<file path="config.mk">
export PLATFORM = sky130hd
export DESIGN_NAME = dco_freq_lock_ctrl
export DESIGN_NICKNAME = d
export VERILOG_FILES = /design/src/rtl/dco_freq_lock_ctrl.sv
export SDC_FILE = /design/constraint.sdc
export NUM_CORES = 1
export LEC_CHECK = 0
export CAP_MARGIN = 20
export CORE_MARGIN = 1.5
export CORE_UTILIZATION = 48
export DETAILED_ROUTE_END_ITERATION = 12
export PLACE_DENSITY = 0.72
export SYNTH_ARGS = -nofsm -noshare
export SYNTH_HDL_FRONTEND = slang
export SYNTH_SLANG_ARGS = --single-unit
</file>
<file path="constraint.sdc">
create_clock -name fpga_clk_i -period 2.25 [get_ports fpga_clk_i]
set_input_delay 0.45 -clock fpga_clk_i [delete_from_list [all_inputs] [get_ports fpga_clk_i]]
set_output_delay 0.45 -clock fpga_clk_i [all_outputs]
set_load 0.1 [all_outputs]
</file>
<file path="src/rtl/dco_freq_lock_ctrl.sv">
// ----------------------------------------------------------------------------
// dco_freq_lock_ctrl
//
// Coarse frequency-lock controller for the ADPLL phase-accumulator DCO.
// It runs a successive-approximation search over the DCO control code. For
// each trial code the DCO is reset and then run for WINDOW fpga_clk cycles.
// The controller counts DCO rising edges over that window and compares the
// count with the latched target. A bit is kept when count <= target. After
// the last bit it drives the final code, runs the DCO freely and raises
// locked_o for the fine loop.
//
// Ports:
//   fpga_clk_i    system clock (also clocks the DCO)
//   reset_i       asynchronous active-high reset
//   start_i       single-cycle search request, honoured in IDLE or DONE
//   target_cnt_i  desired DCO rising edges per window, latched on start
//   dco_clk_i     DCO output (accumulator MSB), synchronous to fpga_clk_i
//   k_val_o       control code to the DCO (MSB is always 0)
//   dco_en_o      DCO enable
//   dco_rst_o     DCO reset, active-high
//   busy_o        high from the accepted start until DONE
//   locked_o      high in DONE
//   meas_cnt_o    edge count from the most recent completed window
// ----------------------------------------------------------------------------
module dco_freq_lock_ctrl #(
    parameter int WIDTH     = 4,
    parameter int CNT_WIDTH = 16,
    parameter int WINDOW    = 256
) (
    input  logic                 fpga_clk_i,
    input  logic                 reset_i,
    input  logic                 start_i,
    input  logic [CNT_WIDTH-1:0] target_cnt_i,
    input  logic                 dco_clk_i,
    output logic [WIDTH-1:0]     k_val_o,
    output logic                 dco_en_o,
    output logic                 dco_rst_o,
    output logic                 busy_o,
    output logic                 locked_o,
    output logic [CNT_WIDTH-1:0] meas_cnt_o
);

    localparam int IDX_W = (WIDTH > 2) ? $clog2(WIDTH) : 1;

    localparam logic [2:0] ST_IDLE    = 3'd0;
    localparam logic [2:0] ST_SETUP   = 3'd1;
    localparam logic [2:0] ST_MEASURE = 3'd2;
    localparam logic [2:0] ST_DECIDE  = 3'd3;
    localparam logic [2:0] ST_DONE    = 3'd4;

    // The search never touches the code MSB: keeping the DCO below fclk/2
    // guarantees every DCO edge is visible to the fpga_clk sampler.
    localparam logic [IDX_W-1:0]     IDX_INIT = IDX_W'(WIDTH - 2);
    localparam logic [IDX_W-1:0]     IDX_ZERO = {IDX_W{1'b0}};
    localparam logic [CNT_WIDTH-1:0] WIN_LAST = CNT_WIDTH'(WINDOW - 1);
    localparam logic [CNT_WIDTH-1:0] CNT_MAX  = {CNT_WIDTH{1'b1}};
    localparam logic [CNT_WIDTH-1:0] CNT_ZERO = {CNT_WIDTH{1'b0}};
    localparam logic [WIDTH-1:0]     K_ZERO   = {WIDTH{1'b0}};

    logic [2:0]           state_r;
    logic [IDX_W-1:0]     idx_r;
    logic [CNT_WIDTH-1:0] target_r;
    logic [CNT_WIDTH-1:0] edge_cnt_r;
    logic [CNT_WIDTH-1:0] win_cnt_r;
    logic                 prev_r;

    logic                 accept_s;
    logic                 rise_s;
    logic                 cnt_sat_s;

    // Start request qualification, rising-edge detect and counter saturation.
    always_comb begin
        accept_s  = 1'b0;
        rise_s    = 1'b0;
        cnt_sat_s = 1'b0;
        if (start_i && ((state_r == ST_IDLE) || (state_r == ST_DONE))) begin
            accept_s = 1'b1;
        end else begin
            accept_s = 1'b0;
        end
        if (dco_clk_i && !prev_r) begin
            rise_s = 1'b1;
        end else begin
            rise_s = 1'b0;
        end
        if (edge_cnt_r == CNT_MAX) begin
            cnt_sat_s = 1'b1;
        end else begin
            cnt_sat_s = 1'b0;
        end
    end

    // Search state machine; every output is a register updated here so the
    // DCO sees clean, glitch-free control.
    always_ff @(posedge fpga_clk_i or posedge reset_i) begin
        if (reset_i) begin
            state_r    <= ST_IDLE;
            idx_r      <= IDX_INIT;
            target_r   <= CNT_ZERO;
            edge_cnt_r <= CNT_ZERO;
            win_cnt_r  <= CNT_ZERO;
            prev_r     <= 1'b0;
            k_val_o    <= K_ZERO;
            dco_en_o   <= 1'b0;
            dco_rst_o  <= 1'b1;
            busy_o     <= 1'b0;
            locked_o   <= 1'b0;
            meas_cnt_o <= CNT_ZERO;
        end else if (accept_s) begin
            // Same path from IDLE and DONE so a restart costs the same cycles.
            state_r   <= ST_SETUP;
            idx_r     <= IDX_INIT;
            target_r  <= target_cnt_i;
            k_val_o   <= K_ZERO;
            dco_en_o  <= 1'b0;
            dco_rst_o <= 1'b1;
            busy_o    <= 1'b1;
            locked_o  <= 1'b0;
        end else begin
            case (state_r)
                ST_IDLE: begin
                    state_r <= ST_IDLE;
                end
                ST_SETUP: begin
                    // DCO accumulator is cleared by dco_rst_o during this
                    // cycle; the trial bit and run enable take effect as
                    // the window opens.
                    k_val_o[idx_r] <= 1'b1;
                    edge_cnt_r     <= CNT_ZERO;
                    win_cnt_r      <= CNT_ZERO;
                    prev_r         <= 1'b0;
                    dco_rst_o      <= 1'b0;
                    dco_en_o       <= 1'b1;
                    state_r        <= ST_MEASURE;
                end
                ST_MEASURE: begin
                    prev_r <= dco_clk_i;
                    if (rise_s && !cnt_sat_s) begin
                        edge_cnt_r <= edge_cnt_r + {{(CNT_WIDTH-1){1'b0}}, 1'b1};
                    end else begin
                        edge_cnt_r <= edge_cnt_r;
                    end
                    if (win_cnt_r == WIN_LAST) begin
                        state_r <= ST_DECIDE;
                    end else begin
                        win_cnt_r <= win_cnt_r + {{(CNT_WIDTH-1){1'b0}}, 1'b1};
                    end
                end
                ST_DECIDE: begin
                    meas_cnt_o <= edge_cnt_r;
                    // Equality keeps the bit: result is the largest code
                    // whose count does not exceed the target.
                    if (edge_cnt_r > target_r) begin
                        k_val_o[idx_r] <= 1'b0;
                    end else begin
                        k_val_o[idx_r] <= 1'b1;
                    end
                    if (idx_r == IDX_ZERO) begin
                        state_r  <= ST_DONE;
                        busy_o   <= 1'b0;
                        locked_o <= 1'b1;
                    end else begin
                        idx_r     <= idx_r - {{(IDX_W-1){1'b0}}, 1'b1};
                        dco_rst_o <= 1'b1;
                        dco_en_o  <= 1'b0;
                        state_r   <= ST_SETUP;
                    end
                end
                ST_DONE: begin
                    state_r <= ST_DONE;
                end
                default: begin
                    state_r    <= ST_IDLE;
                    idx_r      <= IDX_INIT;
                    k_val_o    <= K_ZERO;
                    dco_en_o   <= 1'b0;
                    dco_rst_o  <= 1'b1;
                    busy_o     <= 1'b0;
                    locked_o   <= 1'b0;
                end
            endcase
        end
    end

endmodule

</file>
==> results of run 1 <==
## Yosys cell counts, types with 3 or more instances
| library cell | n | area [sq um] |
|---|---|---|
| sky130_fd_sc_hd__nand4_1 | 10 | 62.56 |
| sky130_fd_sc_hd__nor2_1 | 37 | 138.9 |
| sky130_fd_sc_hd__nand3_1 | 15 | 75.07 |
| sky130_fd_sc_hd__a22o_1 | 3 | 26.28 |
| sky130_fd_sc_hd__and4_1 | 4 | 35.03 |
| sky130_fd_sc_hd__dfrtp_1 | 76 | 1902 |
| sky130_fd_sc_hd__nor3_1 | 4 | 20.02 |
| sky130_fd_sc_hd__mux2_2 | 15 | 168.9 |
| sky130_fd_sc_hd__clkbuf_1 | 10 | 37.54 |
| sky130_fd_sc_hd__xor2_1 | 17 | 148.9 |
| sky130_fd_sc_hd__a211oi_1 | 4 | 30.03 |
| sky130_fd_sc_hd__o21ai_0 | 29 | 145.1 |
| sky130_fd_sc_hd__a21oi_1 | 17 | 85.08 |
| sky130_fd_sc_hd__nand2_1 | 43 | 161.4 |
| sky130_fd_sc_hd__inv_1 | 29 | 108.9 |
| sky130_fd_sc_hd__ha_1 | 22 | 275.3 |
| sky130_fd_sc_hd__xnor2_1 | 9 | 78.83 |
| sky130_fd_sc_hd__a31oi_1 | 4 | 25.02 |
| sky130_fd_sc_hd__nand2b_1 | 5 | 31.28 |
## kinds of logic (layout without fill, tap and decap cells)
logic type,Yosys count,in the layout,share of synthesized area [%]
AO/OA/AOI/OAI,74,74,13.01
XOR/XNOR,26,26,5.774
adder cells (fa/ha/maj),22,22,6.980
buffers and inverters,42,108,4.061
flip-flops,78,78,49.56
multiplexers,17,17,4.791
AND/OR/NAND/NOR,130,130,15.83
## through the flow
| stage | power, mW | hold slack [ns] | utilization, % | setup slack, ns | cells |
|---|---|---|---|---|---|
| final | 5.258 | 0.4716 | 60.68 | 0.2156 | 557 |
| after global routing | 5.621 | 0.4979 | 60.68 | 0.06229 | 557 |
| after CTS | 5.310 | 0.4785 | 60.68 | 0.1783 | 557 |
| after detailed placement | 4.274 | 0.4937 | 58.23 | -0.05424 | 541 |
| after global placement | 4.197 | 0.4726 | 58.23 | -0.01831 | 541 |
| after floorplan | 3.606 | 0.4875 | - | 0.2488 | 389 |
## critical path: cells and delay by family, from the launching register on
family          cells  cell delay, ns
compound gates      6            1.03
fa+ha+maj           1            0.32
buf+inv             1            0.16
flops               1            0.46
## layer usage
metal | up-vias | wire length [um] | track usage [%]
met1 | 1474 | 3789 | 26.93
li1 | 1474 | - | -
met4 | 0 | 72 | 5.348
met2 | 64 | 3616 | 30.86
met5 | - | 0 | 0
met3 | 4 | 402 | 5.691
## path summary, 6_finish.rpt
path                           startpoint  cells past startpoint             to  slack [ns]
setup / recovery           edge_cnt_r[11]                      8     k_val_o[0]        0.22
hold / removal                    reset_i                      2  edge_cnt_r[2]        0.47
setup reg to reg           edge_cnt_r[11]                      8     k_val_o[0]        0.22
hold reg to reg                 dco_rst_o                      2      dco_rst_o        0.50
max in group asynchronous         reset_i                      3       idx_r[1]        1.21
min in group fpga_clk_i         dco_rst_o                      2      dco_rst_o        0.50
## area by class of cell
class,count,area (sq um)
Fill cell,683,3085
Inverter,29,112.6
Clock buffer,12,145.1
Timing Repair Buffer,63,545.5
Multi-Input combinational cell,269,1829
Clock inverter,4,47.55
Tap cell,102,127.6
Sequential cell,78,1954
## registers in the layout (all words and copies together), names as in the netlist
| register | cells |
|---|---|
| locked_o | 1 |
| state_r | 3 |
| prev_r | 1 |
| idx_r | 2 |
| win_cnt_r | 16 |
| edge_cnt_r | 16 |
| dco_en_o | 1 |
| meas_cnt_o | 16 |
| target_r | 16 |
| busy_o | 1 |
| k_val_o | 4 |
| dco_rst_o | 1 |
## power breakdown
group | leakage (nW) | switching (mW) | total (mW) | internal (mW)
Clock | 0.0964 | 0.487 | 1.03 | 0.540
Sequential | 1.04 | 0.167 | 1.87 | 1.71
Combinational | 1.14 | 1.60 | 2.36 | 0.755
Total | 2.27 | 2.26 | 5.26 | 3.00
==> results.md, run 1 <==
- The flow ran to the end, and the final reports show no timing, DRC or antenna violations.
- The final global-route overflow total is 0.
- The static leakage is 2.274 nW.
- The final net count is 492.
- The gate count after technology mapping is 389.
- In the routed layout, each cell is associated on average with a via count of 5.415.
- Once the floorplan was initialized, standard cells occupied 50.26% of the core.
- The clock sink total is 78.
- The number of flops mapped to enable cells by yosys is 0.
- The die extent in y is 93.65 um.
- The final wirelength is 7880 um.
- The remaining max-slew budget at the tightest pin is 60.78%.
- Of all nets on the critical path, the largest fanout is 6.
- The placed instances occupy a cell area of 4569 sq um.
- In this run the worst hold path is classified as input pin to async pin.
- The total of max-cap violations is 0.
- The wire length of the first global-routing pass is 13400 um.
- Setup repair after global routing left no endpoint under its margin.
- Global routing used 19.74% of the available tracks across all layers.
- The deepest level of the CTS H-tree is 3.
- Walking the worst path, the cells encountered are ha_1, a21oi_1, o21ai_0, a2111oi_0, o2bb2ai_1, buf_4, a21oi_1, a31oi_1.
- The worst setup path is launched from a register.
- The transition time of the tightest slew-check pin is 0.5838 ns.
- The number of antenna violations at the first check in global routing is 0.
- The ratio of cells with drive above 1 in the final layout is 18.46%.
- The master of the slowest instance on the critical path is sky130_fd_sc_hd__dfrtp_1.
- The via count is 3016.
- The critical path is of the register to register type.
- The latest clock arrival within the worst-skew pair is 0.36 ns.
- For this design the ratio of total power to cell area is 1104 nW/um^2.
- The smallest clock period supported by the final layout is computed as 2.034 ns.
- The final critical path takes up 90.42% of the cycle.
- The number of rows created at floorplan is 32.
- Setup violations remaining at the end of the flow were counted as 0.
- The synthesized design contains 78 register bits.
- Once the clock tree was built, the resizer swapped 0 gates to a different size.
- The number of distinct library cell variants in the gate-level netlist after synthesis is 44.
- The count of synthesis-stage warnings from yosys is 0.
- The floorplan die area is 8769 sq um.
- Sequential cells were found to cover 49.56% of the synthesized design area.
- The net count of the mapped netlist is 431.
- The die width is 93.65 um.
- The data arrival time of the worst path is 2.31 ns.
- Clock tree synthesis selected as its root buffer the cell sky130_fd_sc_hd__clkbuf_8.
- During placement, the flow inserted port buffers numbering 43.
- Entering global routing, the biggest net connects 33 pins.
- The prevailing post-synth register cell is sky130_fd_sc_hd__dfrtp_1.
- The via count of the first global-routing pass is 2891.
- The post-route antenna net violation count is 0.
- The clock passes through at most 2 buffers.
- In the routed design, unresolved DRC markers number 0.
- The top cell types in the final layout, fill and taps aside, are sky130_fd_sc_hd__dfrtp_1, sky130_fd_sc_hd__nand2_1, sky130_fd_sc_hd__buf_4.
- The area of the mapped netlist is 3944 sq um.
- The share of async-settable or async-resettable flops after synthesis is 100.0%.
- The most numerous cell on the critical path is sky130_fd_sc_hd__a21oi_1.
- Once the clock tree was built, the setup fixing pass inserted 0 buffers.
- The clock tree from TritonCTS is yes.
- In this run, CTS created clock tree buffers numbering 9.
- In this run, post-CTS hold repair placed 0 buffers.
- On the worst path, the slowest cell contributes a delay of 0.46 ns.
- Timing would allow up to 491.6 MHz.
- The hold violation total from the final report is 0.
- The clock arrives with 0.01329 ns of skew.
- The floorplan step defined a core boundary enclosing 7848 sq um.
- The post-detailed-placement half-perimeter wirelength is 5868 um.
- Clock-pin slew was measured on the worst setup and hold paths at 0.07 ns.
- The most common cell after layout, fill and taps aside is sky130_fd_sc_hd__dfrtp_1.
- The total inserted antenna cells is 0.
- 44 I/O pins were placed.
- The first detailed-routing pass took 4 iterations.
- The required time of the critical path is 2.52 ns.
- IR analysis of the VDD net gives a maximum drop of 0.7940 mV.
- The sort of element at the end of the critical path is a register.
- The max-slew violation total from the final report is 0.
- The layout overhead on the synthesized area is 20.75%.
- The finished cells cover 4762 sq um.
- A synthesized cell averages 10.14 sq um.
- After detailed routing, the average wire length per cell comes to 14.15 um.
- After the first detailed-routing iteration, the DRC count stood at 125.
- The weighted congestion reported at the end of routability-driven placement is 0.8263.
- The setup TNS is 0 ns.
Power figures use the tool's default switching activity.
==> inputs of run 2 (changes only) <==
HOLD_SLACK_MARGIN = 0.02   (was not set)
PLACE_DENSITY = 0.7   (was 0.72)
clock period = 2.3 ns   (was 2.25 ns; I/O delays follow)
==> run 2 against run 1 <==
Clock skew decreased by 0.0059 ns. Power grew 3.6%. Hold slack better by 0.018 ns. Clock power is 26% higher. First-iteration DRC count down 20%. Die area did not move. Via count shrank 3.4%. Critical path type unchanged. Highest routed layer unchanged.
==> results.md, run 2 (same netlist as run 1, synthesis figures left out) <==
- The flow ran to the end, and the final reports show no timing, DRC or antenna violations.
- The number of rows created at floorplan came to 32 (unchanged).
- The clock sink total is 78 (unchanged).
- The final critical-path required period is 2.094 ns (+0.05962 ns).
- The wire length of the first global-routing pass is 13520 um (+0.88%).
- TritonCTS built the clock tree.
- The critical path is of the register to register type.
- The slowest stage of the critical path is the sky130_fd_sc_hd__a2111oi_4 cell.
- The weighted congestion reported at the end of routability-driven placement was 0.7949 (-3.8%).
- The ratio of cells with drive above 1 in the final layout is 17.88% (-0.58 points).
- The clock edge transition at the registers on the reported setup and hold paths is 0.08 ns (about the same).
- The highest cell delay on the worst timing path was 0.49 ns (+0.03 ns).
- The latest clock arrival within the worst-skew pair is 0.34 ns (-0.02 ns).
- The global routing usage on met3 is 6.423% (+0.73 points).
- The final wirelength was 7905 um (+0.32%).
- The hold violation total from the final report is 0 (unchanged).
- The global routing usage on met1 is 27.22% (+0.30 points).
- The setup TNS is 0 ns (unchanged).
- The worst-case setup margin in the final layout came to 0.2060 ns (-0.009619 ns).
- The count of input and output buffers came to 43 (unchanged).
- The number of antenna violations at the first check in global routing is 0 (unchanged).
- The critical-path maximum fanout is 7 (+1).
- The remaining max-slew budget at the tightest pin is 61.13% (+0.35 points).
- STA classifies the critical path endpoint as a register.
- Leaving out fill and tap cells, the most frequent cell in the layout is sky130_fd_sc_hd__dfrtp_1.
- The number of resized instances in the post-cts repair step was 0 (unchanged).
- The global-route met2 utilization is 30.80% (-0.060 points).
- The classification of the worst-slack hold path is register to register.
- The boundary pin count was 44 (unchanged).
- The floorplan die area was 8769 sq um (unchanged).
- The die extent in y is 93.65 um (unchanged).
- The post-route clock skew is 0.007359 ns (-0.005930 ns).
- The hold buffer count at cts is 0 (unchanged).
- The number of buffers and inverters on the critical path is 0 (-1).
- Walking the worst path, the cells encountered are ha_1, and3_1, and4_1, a2111oi_4, nand4_1, xor2_1, nor2_1.
- The tree is rooted in a sky130_fd_sc_hd__clkbuf_8.
- The average vias per placed instance was 5.247 (-3.1%).
- The number of clock buffers inserted by TritonCTS came to 9 (unchanged).
- The data arrival time of the worst path is 2.33 ns (+0.02 ns).
- The area of the multi-input gates came to 1829 sq um (unchanged).
- The total of max-cap violations is 0 (unchanged).
- The worst IR drop on VDD came to 0.7560 mV (-4.8%).
- The number of filler instances in the final layout is 680 (-0.44%).
- The total inserted antenna cells was 0 (unchanged).
- The power density over the cells is 1135 nW/um^2 (+2.8%).
- The final number of setup-violating endpoints is 0 (unchanged).
- Setup repair after global routing left no endpoint under its margin.
- The starting utilization of the core area is 50.26% (unchanged).
- The pre-CTS setup slack is -0.005117 ns (+0.04912 ns).
- The post-route antenna net violation count came to 0 (unchanged).
- The DRC violation count after routing is 0 (unchanged).
- The startpoint class of the critical path is a register.
- The static leakage is 2.288 nW (+0.60%).
- The max-slew violation total from the final report came to 0 (unchanged).
- The highest-utilization routing layer at the global route stage is met2.
- The final global-route overflow total is 0 (unchanged).
- The deepest level of the CTS H-tree is 3 (unchanged).
- The required time of the critical path was 2.54 ns (+0.02 ns).
- The setup fix buffers added after clock tree synthesis came to 0 (unchanged).
- The highest clock frequency the design can meet is 477.6 MHz (-2.8%).
- The overall global routing resource usage is 20.03% (+0.29 points).
- The maximum number of pins on one net before global-route repair is 79 (+140%).
- The via count of the first global-routing pass is 2799 (-3.2%).
- The reg2reg setup slack is 0.21 ns (about the same).
- The final net count was 490 (-0.41%).
- The via count is 2912 (-3.4%).
- The share of the cycle needed by the critical path after routing is 91.04% (+0.63 points).
- The kind of cell adding the most delay to the critical path is simple AND/OR/NAND/NOR gates.
- The post-detailed-placement half-perimeter wirelength is 5713 um (-2.6%).
- The area of the core region was 7848 sq um (unchanged).
- The starting DRC count in detailed routing is 100 (-20%).
- The number of optimization iterations in the first detailed-route pass is 4 (unchanged).
- The die width is 93.65 um (unchanged).
- From synthesis to final layout, the design area changed by 21.64%.
- The worst-case clock buffer depth is 2 (unchanged).
- In the layout the commonest cells are sky130_fd_sc_hd__dfrtp_1, sky130_fd_sc_hd__nand2_1, sky130_fd_sc_hd__buf_4.
- The area used by sequential logic in the layout is 1954 sq um (unchanged).
- The transition time of the tightest slew-check pin is 0.5785 ns (-0.005239 ns).
- The wire length per cell after detailed routing came to 14.24 um (+0.68%).
run 2: power breakdown:
group | switching [mW] | total (mW) | internal (mW)
sequential | 0.164 | 1.83 | 1.67
combinational | 1.57 | 2.31 | 0.737
clock | 0.469 | 1.30 | 0.833
total | 2.21 | 5.45 | 3.24
run 2: area by class of cell:
class	instances	share of cell area, %
Clock buffer	12	2.817
Clock inverter	4	2.504
Inverter	29	2.347
Multi-Input combinational cell	269	38.13
Sequential cell	78	40.74
Tap cell	102	2.660
Timing Repair Buffer	61	10.80
run 2: path summary, 6_finish.rpt:
kind	startpoint	endpoint	depth (start not counted)
max	win_cnt_r[0]	win_cnt_r[7]	7
min reg2reg	meas_cnt_o[0]	meas_cnt_o[0]	2
max reg2reg	win_cnt_r[0]	win_cnt_r[7]	7
max in group asynchronous	reset_i	idx_r[1]	3
min	meas_cnt_o[0]	meas_cnt_o[0]	2
min in group asynchronous	reset_i	meas_cnt_o[4]	3
run 2: layer usage:
layer / share of wire (%) / routed length (um)
met1: 47 / 3722
met2: 45 / 3591
met3: 6.0 / 477
met4: 1.4 / 114
met5: 0 / 0
run 2: through the flow:
stage                     hold WS [ns]  util, %  area [sq um]  power [mW]  cells
after floorplan                 0.4875        -          3948       3.527    389
after global placement          0.4698    57.88          4542       4.099    539
after detailed placement        0.4758    57.88          4542       4.190    539
after CTS                       0.4935    61.13          4797       5.509    555
after global routing            0.5160    61.13          4797       5.819    555
final                           0.4897    61.13          4797       5.446    555
run 2: tightest hold or removal path: cells and delay by family (launching register included):
family / cells / cell delay (ns)
flops: 1 / 0.35
compound gates: 1 / 0.06
simple gates: 1 / 0.05
==> inputs of run 3 (changes only) <==
TNS_END_PERCENT = 1   (was not set)
clock period = 2.32 ns   (was 2.3 ns; I/O delays follow)
==> run 3 against run 2 <==
Sequential cell count did not move. Power fell by 2.6%. Hold slack improved by 0.0075 ns. Wire length rose by 2.0%. Fmax fell by 4.6%. Sequential power barely moved. Critical path depth rose by 1. Non-clock buffer count fell by 2. Global-route usage rose by 0.070 points. Clock skew rose by 0.0020 ns. Die area did not move. Critical endpoint is now k_val_o[0]. Largest cell class unchanged.
==> results.md, run 3 (same netlist as run 1, synthesis figures left out) <==
- The number of resized instances in the post-cts repair step is 0 (unchanged).
- The share of the cycle needed by the critical path after routing is 94.63% (+3.6 points).
- Leaving out fill and tap cells, the most frequent cell in the layout is sky130_fd_sc_hd__dfrtp_1.
- The DRC violation count after routing came to 0 (unchanged).
- The final wirelength came to 8067 um (+2.0%).
- The number of antenna violations at the first check in global routing is 0 (unchanged).
- The die width was 93.65 um (unchanged).
- The static leakage is 2.267 nW (-0.92%).
- The hold path depth is 2 (unchanged).
- Among the stages of the critical path, the cell type that occurs most often is sky130_fd_sc_hd__a21oi_1.
- The signal on the critical path passes through ha_1, a21oi_1, a21boi_0, a2111oi_0, o2bb2ai_1, buf_4, a21oi_1, a31oi_1.
- In this run the worst hold path is classified as register to register.
- The critical-path maximum fanout was 5 (-2).
- The reported net switching power is 2.213 mW (+0.32%).
- The total of max-cap violations is 0 (unchanged).
- The post-route antenna net violation count is 0 (unchanged).
- The via count is 2983 (+2.4%).
- The highest cell delay on the worst timing path is 0.52 ns (+0.03 ns).
- The boundary pin count is 44 (unchanged).
- The final number of setup-violating endpoints is 0 (unchanged).
- The clock edge transition at the registers on the reported setup and hold paths is 0.08 ns (about the same).
- The remaining max-slew budget at the tightest pin is 55.42% (-5.7 points).
- The ratio of cells with drive above 1 in the final layout is 17.52% (-0.36 points).
- The worst IR drop on VDD came to 0.9818 mV (+30%).
- The max-slew violation total from the final report is 0 (unchanged).
- The worst slack on hold paths was 0.4971 ns (+0.007466 ns).
- The starting DRC count in detailed routing is 129 (+29%).
- The hold buffer count at cts is 0 (unchanged).
- The overall global routing resource usage is 20.10% (+0.070 points).
- In this run the clock root is driven by a sky130_fd_sc_hd__clkbuf_8.
- The clock tree from TritonCTS is yes.
- Grouping stages by cell kind, the critical path spends the most delay in compound AO/OA/AOI/OAI gates.
- The wire length per cell after detailed routing is 14.59 um (+2.4%).
- Leaving out fill and tap cells, the most frequent cells in the layout are sky130_fd_sc_hd__dfrtp_1, sky130_fd_sc_hd__nand2_1, sky130_fd_sc_hd__buf_4.
- The final global-route overflow total is 0 (unchanged).
- The clock sink total is 78 (unchanged).
- The wire length of the first global-routing pass is 13660 um (+1.1%).
- The post-detailed-placement half-perimeter wirelength is 5637 um (-1.3%).
- The highest clock frequency the design can meet is 455.5 MHz (-4.6%).
- The power share of the sequential group is 34.3% (+0.6 points).
- The deepest level of the CTS H-tree was 3 (unchanged).
- In this run the critical register-to-register path is launched from edge_cnt_r[14].
- The floorplan die area is 8769 sq um (unchanged).
- The number of rows created at floorplan was 32 (unchanged).
- The area of the core region is 7848 sq um (unchanged).
- The reg2reg setup slack is 0.12 ns (-0.08 ns).
- The count of input and output buffers came to 43 (unchanged).
- The final critical-path required period is 2.195 ns (+0.1014 ns).
- The number of optimization iterations in the first detailed-route pass is 5 (+1).
- The weighted congestion reported at the end of routability-driven placement came to 0.8172 (+2.8%).
- The worst reg2reg path depth is 8 (+1).
- The latest clock arrival within the worst-skew pair is 0.35 ns (about the same).
- The category of the critical setup timing path is register to register.
- The run finished with clean final reports.
- The data arrival time of the worst path is 2.46 ns (+0.13 ns).
- The layout overhead on the synthesized area is 20.62%.
- The setup fix buffers added after clock tree synthesis came to 0 (unchanged).
- The setup TNS was 0 ns (unchanged).
- The worst hold path begins at dco_rst_o.
- The power density over the cells is 1115 nW/um^2 (-1.8%).
- The final net count came to 488 (-0.41%).
- The hold violation total from the final report is 0 (unchanged).
- The die extent in y was 93.65 um (unchanged).
- The startpoint class of the critical path is a register.
- The worst hold path terminates at dco_rst_o.
- The required time of the critical path is 2.59 ns (+0.05 ns).
- The starting utilization of the core area came to 50.26% (unchanged).
- The maximum number of pins on one net before global-route repair is 79 (unchanged).
- The sort of element at the end of the critical path is a register.
- The share of total power consumed by net switching is 41.72% (+1.2 points).
- The number of buffers and inverters on the critical path came to 1 (+1).
- The post-route clock skew is 0.009394 ns (+0.002035 ns).
- The average vias per placed instance is 5.394 (+2.8%).
- The number of clock buffers inserted by TritonCTS is 9 (unchanged).
- The total inserted antenna cells is 0 (unchanged).
- The share of the core filled with cells was 60.62% (-0.51 points).
- The power share of the combinational group was 43.3% (+0.9 points).
- The relative contribution of the clock network to total power is 22.4% (-1.5 points).
- The internal power of the cells is 3.092 mW (-4.6%).
- Setup repair after global routing left no endpoint under its margin.
- For this design, the slowest cell found on the critical path is sky130_fd_sc_hd__a2111oi_0.
- The end of the worst register-to-register path is k_val_o[0].
- The via count of the first global-routing pass is 2869 (+2.5%).
- The worst-case clock buffer depth is 2 (unchanged).
- The transition time of the tightest slew-check pin is 0.6635 ns (+0.08500 ns).
[run 3: changes by cell type in the layout (fill, tap and decap cells not counted), sizes merged]
cell	change
buf	-2
bufinv	-1
clkinv	+1
[run 3: metrics by stage]
step | std cells | power (mW) | setup slack [ns] | instance area, sq um
after floorplan | 389 | 3.497 | 0.3188 | 3948
after global placement | 537 | 4.058 | 0.03090 | 4527
after detailed placement | 537 | 4.136 | 0.01100 | 4527
after CTS | 553 | 5.347 | 0.1078 | 4757
after global routing | 553 | 5.651 | 0.0005911 | 4757
final | 553 | 5.305 | 0.1246 | 4757
[run 3: final cells by class]
class,instances,area (sq um)
inverters,29,112.6
clock inverters,4,95.09
multi-input cells,269,1829
clock buffers,12,135.1
flip-flops and latches,78,1954
well taps,102,127.6
fillers,684,3090
repair buffers,59,503.0
[run 3: tightest hold or removal path, cell delays in order, from the launching register on]
cell and delay [ns]:
sky130_fd_sc_hd__dfstp_2 0.37, sky130_fd_sc_hd__inv_1 0.06, sky130_fd_sc_hd__a21oi_1 0.06
[run 3: how the worst max path moves through the flow]
stage,cells past startpoint,startpoint,slack [ns],end
after floorplan,9,win_cnt_r[0],0.32,win_cnt_r[13]
after global placement,7,dco_clk_i,0.03,edge_cnt_r[9]
after detailed placement,7,dco_clk_i,0.01,edge_cnt_r[9]
after CTS,8,edge_cnt_r[14],0.11,k_val_o[0]
after global routing,8,edge_cnt_r[14],0.0006,k_val_o[0]
final,8,edge_cnt_r[14],0.12,k_val_o[0]
[run 3: power by group through the flow]
stage,sequential [mW],clock (mW),combinational [mW]
3_5_place_dp,1.85,0,2.29
3_3_place_gp,1.84,0,2.22
4_1_cts,1.82,1.21,2.31
2_1_floorplan,2.31,0,1.19
6_report,1.82,1.19,2.30
5_1_grt,1.86,1.26,2.53
[run 3: metal layers]
layer | wire (um) | GRT usage, % | part of all wire (%) | vias up
met3 | 391 | 4.553 | 4.8 | 9
met5 | 0 | 0 | 0 | -
met4 | 106 | 6.343 | 1.3 | 0
met1 | 3786 | 27.24 | 47 | 1434
li1 | - | - | - | 1468
met2 | 3782 | 32.07 | 47 | 72
